File: src/rtl/isa_test_pkg.sv
// Shared types and defaults for the ISA test sequencer.
// test_cfg_t is sized by DATA_W_DEF, so the top's DATA_W must match it.
package isa_test_pkg;

  localparam int unsigned DATA_W_DEF         = 8;
  localparam int unsigned TIMEOUT_CYCLES_DEF = 1000;

  typedef enum logic [2:0] {
    IDLE,
    SKIP,
    CRST,
    START,
    WAIT,
    CHECK,
    NEXT,
    FIN
  } seq_state_t;

  typedef struct packed {
    logic                  en;
    logic [DATA_W_DEF-1:0] expected;
    logic [DATA_W_DEF-1:0] mask;
  } test_cfg_t;

  function automatic test_cfg_t cfg_default();
    return '{en: 1'b0, expected: '0, mask: '1};
  endfunction

endpackage

File: src/rtl/isa_test_watchdog.sv
// Cycle counter bounding how long the sequencer waits for core_done.
module isa_test_watchdog #(
  parameter int unsigned TIMEOUT_W      = 16,
  parameter int unsigned TIMEOUT_CYCLES = 1000
) (
  input  logic clk,
  input  logic reset,
  input  logic clr,
  input  logic en,
  output logic expired_c
);

  logic [TIMEOUT_W-1:0] cnt_q;

  always_ff @(posedge clk) begin
    if (!reset)   cnt_q <= '0;
    else if (clr) cnt_q <= '0;
    else if (en)  cnt_q <= cnt_q + TIMEOUT_W'(1);
  end

  // Fires in the enabled cycle whose increment would reach TIMEOUT_CYCLES.
  assign expired_c = en && (cnt_q == TIMEOUT_W'(TIMEOUT_CYCLES - 1));

endmodule

File: src/rtl/isa_test_sequencer.sv
// Runs up to NUM_TESTS directed tests on the ISA core and collects verdicts.
// Optional macro ISA_TEST_STOP_ON_FAIL_EN ends the run at the first failing slot.
module isa_test_sequencer
  import isa_test_pkg::*;
#(
  parameter int unsigned NUM_TESTS      = 8,
  parameter int unsigned DATA_W         = DATA_W_DEF,
  parameter int unsigned TIMEOUT_W      = 16,
  parameter int unsigned TIMEOUT_CYCLES = TIMEOUT_CYCLES_DEF,
  parameter int unsigned RST_CYCLES     = 2,
  localparam int unsigned IDX_W = (NUM_TESTS > 1) ? $clog2(NUM_TESTS) : 1,
  localparam int unsigned CNT_W = $clog2(NUM_TESTS + 1)
) (
  input  logic                 clk,
  input  logic                 reset,
  input  logic                 go,
  input  logic                 cfg_we,
  input  logic [IDX_W-1:0]     cfg_idx,
  input  logic                 cfg_en,
  input  logic [DATA_W-1:0]    cfg_expected,
  input  logic [DATA_W-1:0]    cfg_mask,
  output logic                 core_reset,
  output logic                 core_start,
  input  logic                 core_done,
  output logic [IDX_W-1:0]     test_idx,
  input  logic [DATA_W-1:0]    obs_data,
  output logic                 busy,
  output logic                 run_done,
  output logic [NUM_TESTS-1:0] pass_vec,
  output logic [NUM_TESTS-1:0] fail_vec,
  output logic [NUM_TESTS-1:0] timeout_vec,
  output logic [CNT_W-1:0]     pass_count,
  output logic [CNT_W-1:0]     fail_count
);

  localparam int unsigned RC_W = (RST_CYCLES > 1) ? $clog2(RST_CYCLES) : 1;

`ifdef ISA_TEST_STOP_ON_FAIL_EN
  localparam seq_state_t FAIL_DEST = FIN;
`else
  localparam seq_state_t FAIL_DEST = NEXT;
`endif

  seq_state_t           state_q, state_d;
  test_cfg_t            cfg_tbl [NUM_TESTS];
  test_cfg_t            cur_cfg_c;
  logic [RC_W-1:0]      rst_cnt_q, rst_cnt_d;
  logic [IDX_W-1:0]     idx_d;
  logic                 core_reset_d, core_start_d, busy_d, run_done_d;
  logic [NUM_TESTS-1:0] pass_vec_d, fail_vec_d, timeout_vec_d;
  logic [CNT_W-1:0]     pass_cnt_d, fail_cnt_d;
  logic                 match_c, last_c, wd_expired_c;

  assign cur_cfg_c = cfg_tbl[test_idx];
  assign match_c   = ((obs_data ^ cur_cfg_c.expected) & cur_cfg_c.mask) == '0;
  assign last_c    = (test_idx == IDX_W'(NUM_TESTS - 1));

  isa_test_watchdog #(
    .TIMEOUT_W      (TIMEOUT_W),
    .TIMEOUT_CYCLES (TIMEOUT_CYCLES)
  ) u_watchdog (
    .clk       (clk),
    .reset     (reset),
    .clr       (state_q == START),
    .en        (state_q == WAIT),
    .expired_c (wd_expired_c)
  );

  // Configuration table; frozen while a run is in progress.
  always_ff @(posedge clk) begin
    if (!reset) begin
      for (int i = 0; i < int'(NUM_TESTS); i++) cfg_tbl[i] <= cfg_default();
    end else if (cfg_we && !busy) begin
      cfg_tbl[cfg_idx] <= '{en: cfg_en, expected: cfg_expected, mask: cfg_mask};
    end
  end

  // Next-state, verdict bookkeeping and registered-output next values.
  always_comb begin
    state_d       = state_q;
    idx_d         = test_idx;
    rst_cnt_d     = rst_cnt_q;
    run_done_d    = run_done;
    pass_vec_d    = pass_vec;
    fail_vec_d    = fail_vec;
    timeout_vec_d = timeout_vec;
    pass_cnt_d    = pass_count;
    fail_cnt_d    = fail_count;

    case (state_q)
      IDLE: begin
        if (go) begin
          state_d       = SKIP;
          idx_d         = '0;
          run_done_d    = 1'b0;
          pass_vec_d    = '0;
          fail_vec_d    = '0;
          timeout_vec_d = '0;
          pass_cnt_d    = '0;
          fail_cnt_d    = '0;
        end
      end
      SKIP: begin
        if (cur_cfg_c.en) begin
          state_d   = CRST;
          rst_cnt_d = RC_W'(RST_CYCLES - 1);
        end else begin
          state_d = NEXT;
        end
      end
      CRST: begin
        if (rst_cnt_q == '0) state_d = START;
        else                 rst_cnt_d = rst_cnt_q - RC_W'(1);
      end
      START: state_d = WAIT;
      WAIT: begin
        if (core_done) begin
          state_d = CHECK;
        end else if (wd_expired_c) begin
          timeout_vec_d[test_idx] = 1'b1;
          fail_vec_d[test_idx]    = 1'b1;
          fail_cnt_d              = fail_count + CNT_W'(1);
          state_d                 = FAIL_DEST;
        end
      end
      CHECK: begin
        if (match_c) begin
          pass_vec_d[test_idx] = 1'b1;
          pass_cnt_d           = pass_count + CNT_W'(1);
          state_d              = NEXT;
        end else begin
          fail_vec_d[test_idx] = 1'b1;
          fail_cnt_d           = fail_count + CNT_W'(1);
          state_d              = FAIL_DEST;
        end
      end
      NEXT: begin
        if (last_c) begin
          state_d = FIN;
        end else begin
          idx_d   = test_idx + IDX_W'(1);
          state_d = SKIP;
        end
      end
      FIN:     state_d = IDLE;
      default: state_d = IDLE;
    endcase

    // Outputs are registered against the state being entered.
    core_reset_d = (state_d == IDLE) || (state_d == CRST) || (state_d == FIN);
    core_start_d = (state_d == START);
    busy_d       = (state_d != IDLE) && (state_d != FIN);
    if (state_d == FIN) run_done_d = 1'b1;
  end

  always_ff @(posedge clk) begin
    if (!reset) begin
      state_q     <= IDLE;
      rst_cnt_q   <= '0;
      test_idx    <= '0;
      core_reset  <= 1'b1;
      core_start  <= 1'b0;
      busy        <= 1'b0;
      run_done    <= 1'b0;
      pass_vec    <= '0;
      fail_vec    <= '0;
      timeout_vec <= '0;
      pass_count  <= '0;
      fail_count  <= '0;
    end else begin
      state_q     <= state_d;
      rst_cnt_q   <= rst_cnt_d;
      test_idx    <= idx_d;
      core_reset  <= core_reset_d;
      core_start  <= core_start_d;
      busy        <= busy_d;
      run_done    <= run_done_d;
      pass_vec    <= pass_vec_d;
      fail_vec    <= fail_vec_d;
      timeout_vec <= timeout_vec_d;
      pass_count  <= pass_cnt_d;
      fail_count  <= fail_cnt_d;
    end
  end

endmodule

File: config.mk
export PLATFORM = sky130hd
export DESIGN_NAME = isa_test_sequencer
export DESIGN_NICKNAME = d
export VERILOG_FILES = /design/src/rtl/isa_test_pkg.sv /design/src/rtl/isa_test_watchdog.sv /design/src/rtl/isa_test_sequencer.sv
export SDC_FILE = /design/constraint.sdc
export NUM_CORES = 1
export LEC_CHECK = 0
export CAP_MARGIN = 15
export CORE_ASPECT_RATIO = 0.9
export CORE_MARGIN = 2
export CORE_UTILIZATION = 56
export DETAILED_ROUTE_END_ITERATION = 10
export GPL_TIMING_DRIVEN = 0
export HOLD_SLACK_MARGIN = 0.05
export PLACE_DENSITY = 0.87
export SLEW_MARGIN = 25
export SYNTH_ARGS = -nofsm -noshare
export SYNTH_HDL_FRONTEND = slang
export SYNTH_SLANG_ARGS = --single-unit
File: constraint.sdc
create_clock -name clk -period 7.8 [get_ports clk]
set_clock_uncertainty 0.15 [all_clocks]
set_input_delay 1.56 -clock clk [delete_from_list [all_inputs] [get_ports clk]]
set_output_delay 1.56 -clock clk [all_outputs]
set_load 0.05 [all_outputs]
== Word level (Yosys, flattened, before mapping) ==
Memory sizes are Yosys's and may differ from the RTL's. A register that Yosys moved wholly into a read port is not among the register bits.
Index checks and enable logic that the tools add are counted.
Cells by class
  equal/unequal tests: 20
  mux-type cells: 44
  magnitude comparators: 2
  reduce and logical (&&, ||, !) cells: 26
  add/subtract/negate cells: 5
  bitwise logic cells: 6
Operator list (count)
  $mux 8: 7
  $mux 3: 11
  $pmux 8 s2: 2
  $or 8x8->8: 3
  $pmux 3 s8: 1
  $pmux 8 s3: 1
  $mux 4: 5
  $eq 3x3->1 const B: 6
  $mux 17: 1
  $reduce_or 17->1: 1
  $add 16x1->16 const B: 1
  $eq 16x10->1 const B: 1
  $ne 2x2->1 const B: 7
  $eq 3x2->1 const B: 4
  $pmux 4 s3: 1
  $reduce_bool 2->1: 6
  $mux 1: 11
  $add 4x1->4 const B: 2
  $and 8x8->8: 1
  $logic_not 8->1: 1
  $pmux 4 s2: 1
  $xor 8x8->8: 1
  $logic_not 3->1: 2
  $pmux 3 s2: 1
  18 further kinds: 25
Word-level totals
  output and inout port bits: 39
  register bits: 59
  memories kept: 1
  word-level logic and storage cells: 117
  memory bits (writable): 136
Memory list
  cfg_tbl: depth 8, bits a word 17, read ports 1, clocked after Yosys merged registers in 1, wr ports 8, line isa_test_sequencer.sv:45  | test_cfg_t cfg_tbl [NUM_TESTS];

== Logic depth before layout (Yosys ltp) ==
  depth in word-level cells: 8
  gate-level depth with buffers: 12
  depth with buffers taken out: 8

== Modules after synthesis ==
Synthesis repeated with hierarchy kept, for this count alone.
Second synthesis, totals
  cells, all modules: 763
  area total of the unflattened synthesis: 9093.7 um2
By module, submodules not included
  isa_test_sequencer: sequential area each 5004.8 um2, area an instance 8272.9 um2, cells each 673, instances 1
  isa_test_watchdog: sequential area each 320.3 um2, area an instance 820.8 um2, cells each 90, instances 1

== Least setup slack after synthesis ==
Ideal clock, no wire load.
  path kind: input to register
  start point: input cfg_idx[0]
  end point: memory cfg_tbl[2][0] (netlist name), enable pin
  path slack: 3.813 ns
  data required time: 7.235 ns
  path buffers: 1
  cell stages on the path: 3
  data arrival time: 3.422 ns
  cells stage by stage: or3_1 clkbuf_1 o21ai_0
RTL lines
  from (decl): line isa_test_sequencer.sv:18  | input logic [IDX_W-1:0] cfg_idx,
  to (decl): line isa_test_sequencer.sv:45

==> results.py <==
metrics = {
    "sta": {
        "rsz0062_at_grt": "false",
        "finalHoldViolCount": 0,
        "relSlewSlack_pct": 37.9,
        "setup_viol": 0,
        "slew_violations": 0,
        "layout_min_cycle_time_ns": 4.68,
        "final.setup.tns_ns": 0,
        "fmax_ghz": 0.214,
        "fin_crit_sh_pct": 60.0,
        "tightest_slew_ns": 0.931,
    },
    "logic_synthesis": {
        "ys_warn_count": 0,
        "netlist_top_cells_count": "136 x edfxtp_1, 74 x and2_1, 62 x dfxtp_1, 62 x xor2_1, 54 x nor2_1",
        "syn_area_um2": 8870,
        "ys_seq_area_share_pct": 60.0,
        "synth_cells": 754,
        "ys.flop_type": "edfxtp_1",
        "synth.area.top_cells": "edfxtp_1 46%, dfxtp_1 14%, xor2_1 6.1%",
        "ys_seq_elements": 198,
        "yosysTopAreaCell": "edfxtp_1",
        "synth_most_common_cell": "edfxtp_1",
        "netlist-cell-type-count": 56,
        "async_flop_share_pct": 0,
        "avgSynthCellArea_um2": 11.8,
        "synth_nets": 792,
        "synth_edf_count": 136,
        "synth_top_area_share_pct": 46.0,
    },
    "floorplan": {
        "ios": 72,
        "die_h_um": 123,
        "die_area_um2": 16900,
        "core_area_um2": 15400,
        "row_count": 43,
        "fp.dieW_um": 137,
        "start_util_pct": 57.5,
    },
    "global_route": {
        "grt_max_degree": 19,
        "grt_pass1_wl_mm": 34.2,
        "grt_pass1_vias": 6453,
        "grt_remaining_overflow": 0,
        "antenna_found_initial": 0,
        "grt_use_total_pct": 27.5,
    },
    "clocking": {
        "clockRootBuffer": "clkbuf_16",
        "ctsResizeCount": 0,
        "cts_setup_buffers": 0,
        "cts_tree": "yes",
        "clkSinkCount": 198,
        "postCtsHoldBufs": 0,
        "ctsHtreeMaxLevel": 4,
        "numCtsBuffers": 17,
        "clk-insertion-delay-late_ns": 0.45,
        "cts_buffer_depth": 2,
        "clkTransAtPathRegs_ns": 0.07,
    },
    "layout": {
        "fin_nets": 880,
        "diodes": 0,
        "fin_cells": 1057,
        "area_delta_synth_final_pct": 18.2,
        "drive_gt1_share_pct": 8.65,
        "stdcell_area_um2": 10500,
    },
    "critical_path": {
        "r2r_setup_slack_ns": 4.52,
        "r2r_start": "busy",
        "crit_arrival_ns": 4.60,
        "cp-end-kind": "flip-flop",
        "cp-start-kind": "primary input",
        "r2r_end": "cfg_tbl[0][7]",
        "critPathMaxFanout": 17,
        "required_ns": 7.72,
        "crit_type": "primary input to flip-flop",
        "ff2ff_path_depth": 4,
    },
    "min_path": {
        "hold_depth": 2,
        "hp-start": "pass_vec[5]",
        "holdCritPathClass": "flip-flop to flip-flop",
        "hold_end": "pass_vec[5]",
    },
    "place": {
        "dp_hpwl_mm": 14.8,
        "gp_congestion": 0.829,
        "place_area_um2": 9870,
        "dpl.cell_count": 1025,
        "port-buffer-count": 63,
    },
    "power": {
        "peakVddDrop_uv": 188,
        "power_density_nw_per_um2": 215,
        "p_leak_nw": 3.49,
    },
    "job": {
        "max_cap_viol_count": 0,
    },
    "drt": {
        "route.vias.total": 6540,
        "drc": 0,
        "drt-initial-drc-count": 724,
        "wirelength_mm": 22.3,
        "ant_nets": 0,
        "post_drt_via_cell_ratio": 6.19,
        "wl_per_cell_um": 21.1,
        "drt_first_pass_iters": 5,
    },
    "outcome": {
        "outcome": "completed",
    },
}
-- worst max-delay path, stage by stage --
cell and delay (ns):
clkdlybuf4s50_1 0.52, nand2_1 0.15, or3_1 0.40, nor3_2 0.64
clkbuf_1 0.52, nand2b_1 0.79
-- routing by layer --
layer,track usage (%),part of all wire [%],vias up
li1,-,-,2904
met1,35.4,39,3165
met2,45.2,49,403
met3,5.95,8.8,68
met4,11.7,3.2,0
met5,0,0,-
-- worst max-delay path by stage --
stage | start | endpoint | slack [ns] | depth (start not counted)
2_1_floorplan | cfg_idx[0] | cfg_tbl[2][0] | 3.81 | 3
3_3_place_gp | reset | cfg_tbl[4][14] | 2.43 | 5
3_5_place_dp | reset | cfg_tbl[0][7] | 2.76 | 6
4_1_cts | reset | cfg_tbl[0][7] | 3.21 | 6
5_1_grt | reset | cfg_tbl[0][15] | 3.05 | 6
6_report | reset | cfg_tbl[0][7] | 3.12 | 6
-- cell type report --
| cell class | count | area (um^2) |
|---|---|---|
| Sequential cell | 198 | 5330 |
| Fill cell | 1053 | 4960 |
| Multi-Input combinational cell | 497 | 3310 |
| Timing Repair Buffer | 69 | 713 |
| Clock buffer | 20 | 478 |
| Tap cell | 202 | 253 |
| Buffer | 47 | 221 |
| Clock inverter | 12 | 134 |
| Inverter | 12 | 45.0 |
-- where the power goes --
part	switching [mW]	internal [mW]
clock network	0.412	0.487
logic	0.131	0.0661
registers	0.0145	1.15
-- state kept, by name (all words and copies together), names as in the netlist, 3 cells and up, named ones only --
name,cells
cfg_tbl,136
u_watchdog.cnt_q,16
fail_vec,8
pass_vec,8
timeout_vec,8
fail_count,4
pass_count,4
state_q,3
test_idx,3
-- logic make-up after synthesis --
| logic type | after synthesis | share of synthesized area, % |
|---|---|---|
| muxes | 13 | 2.09 |
| adders and majority gates | 5 | 0.705 |
| DFF | 198 | 60.0 |
| xor gates and xnor gates | 69 | 6.81 |
| and+or+nand+nor | 303 | 18.9 |
| buffers and inverters | 59 | 3.00 |
| AOI/OAI and AO/OA | 107 | 8.46 |
-- cell usage in the layout (no fill, tap or decap), types with 12 or more instances in the layout --
cell type        instances
nand3_1                 22
o21ai_0                 15
a21oi_1                 20
a22oi_1                 13
or3_1                   52
edfxtp_1               136
nor2_1                  54
clkbuf_16               18
clkdlybuf4s50_1         63
buf_2                   12
dfxtp_1                 62
nand2b_1                26
inv_1                   12
nand2_1                 30
clkbuf_1                29
xor2_1                  62
and2_1                  74
-- metrics by stage --
| stage | hold WS, ns | power (mW) | utilization [%] | setup slack [ns] |
|---|---|---|---|---|
| after floorplan | 0.304 | 1.30 | - | 3.81 |
| after global placement | 0.291 | 1.36 | 63.2 | 2.43 |
| after detailed placement | 0.299 | 1.37 | 63.9 | 2.76 |
| after CTS | 0.322 | 2.25 | 67.9 | 3.21 |
| after global routing | 0.339 | 2.31 | 67.9 | 3.05 |
| final | 0.317 | 2.26 | 67.9 | 3.12 |
Note: power is estimated with default switching activity, not from simulation.
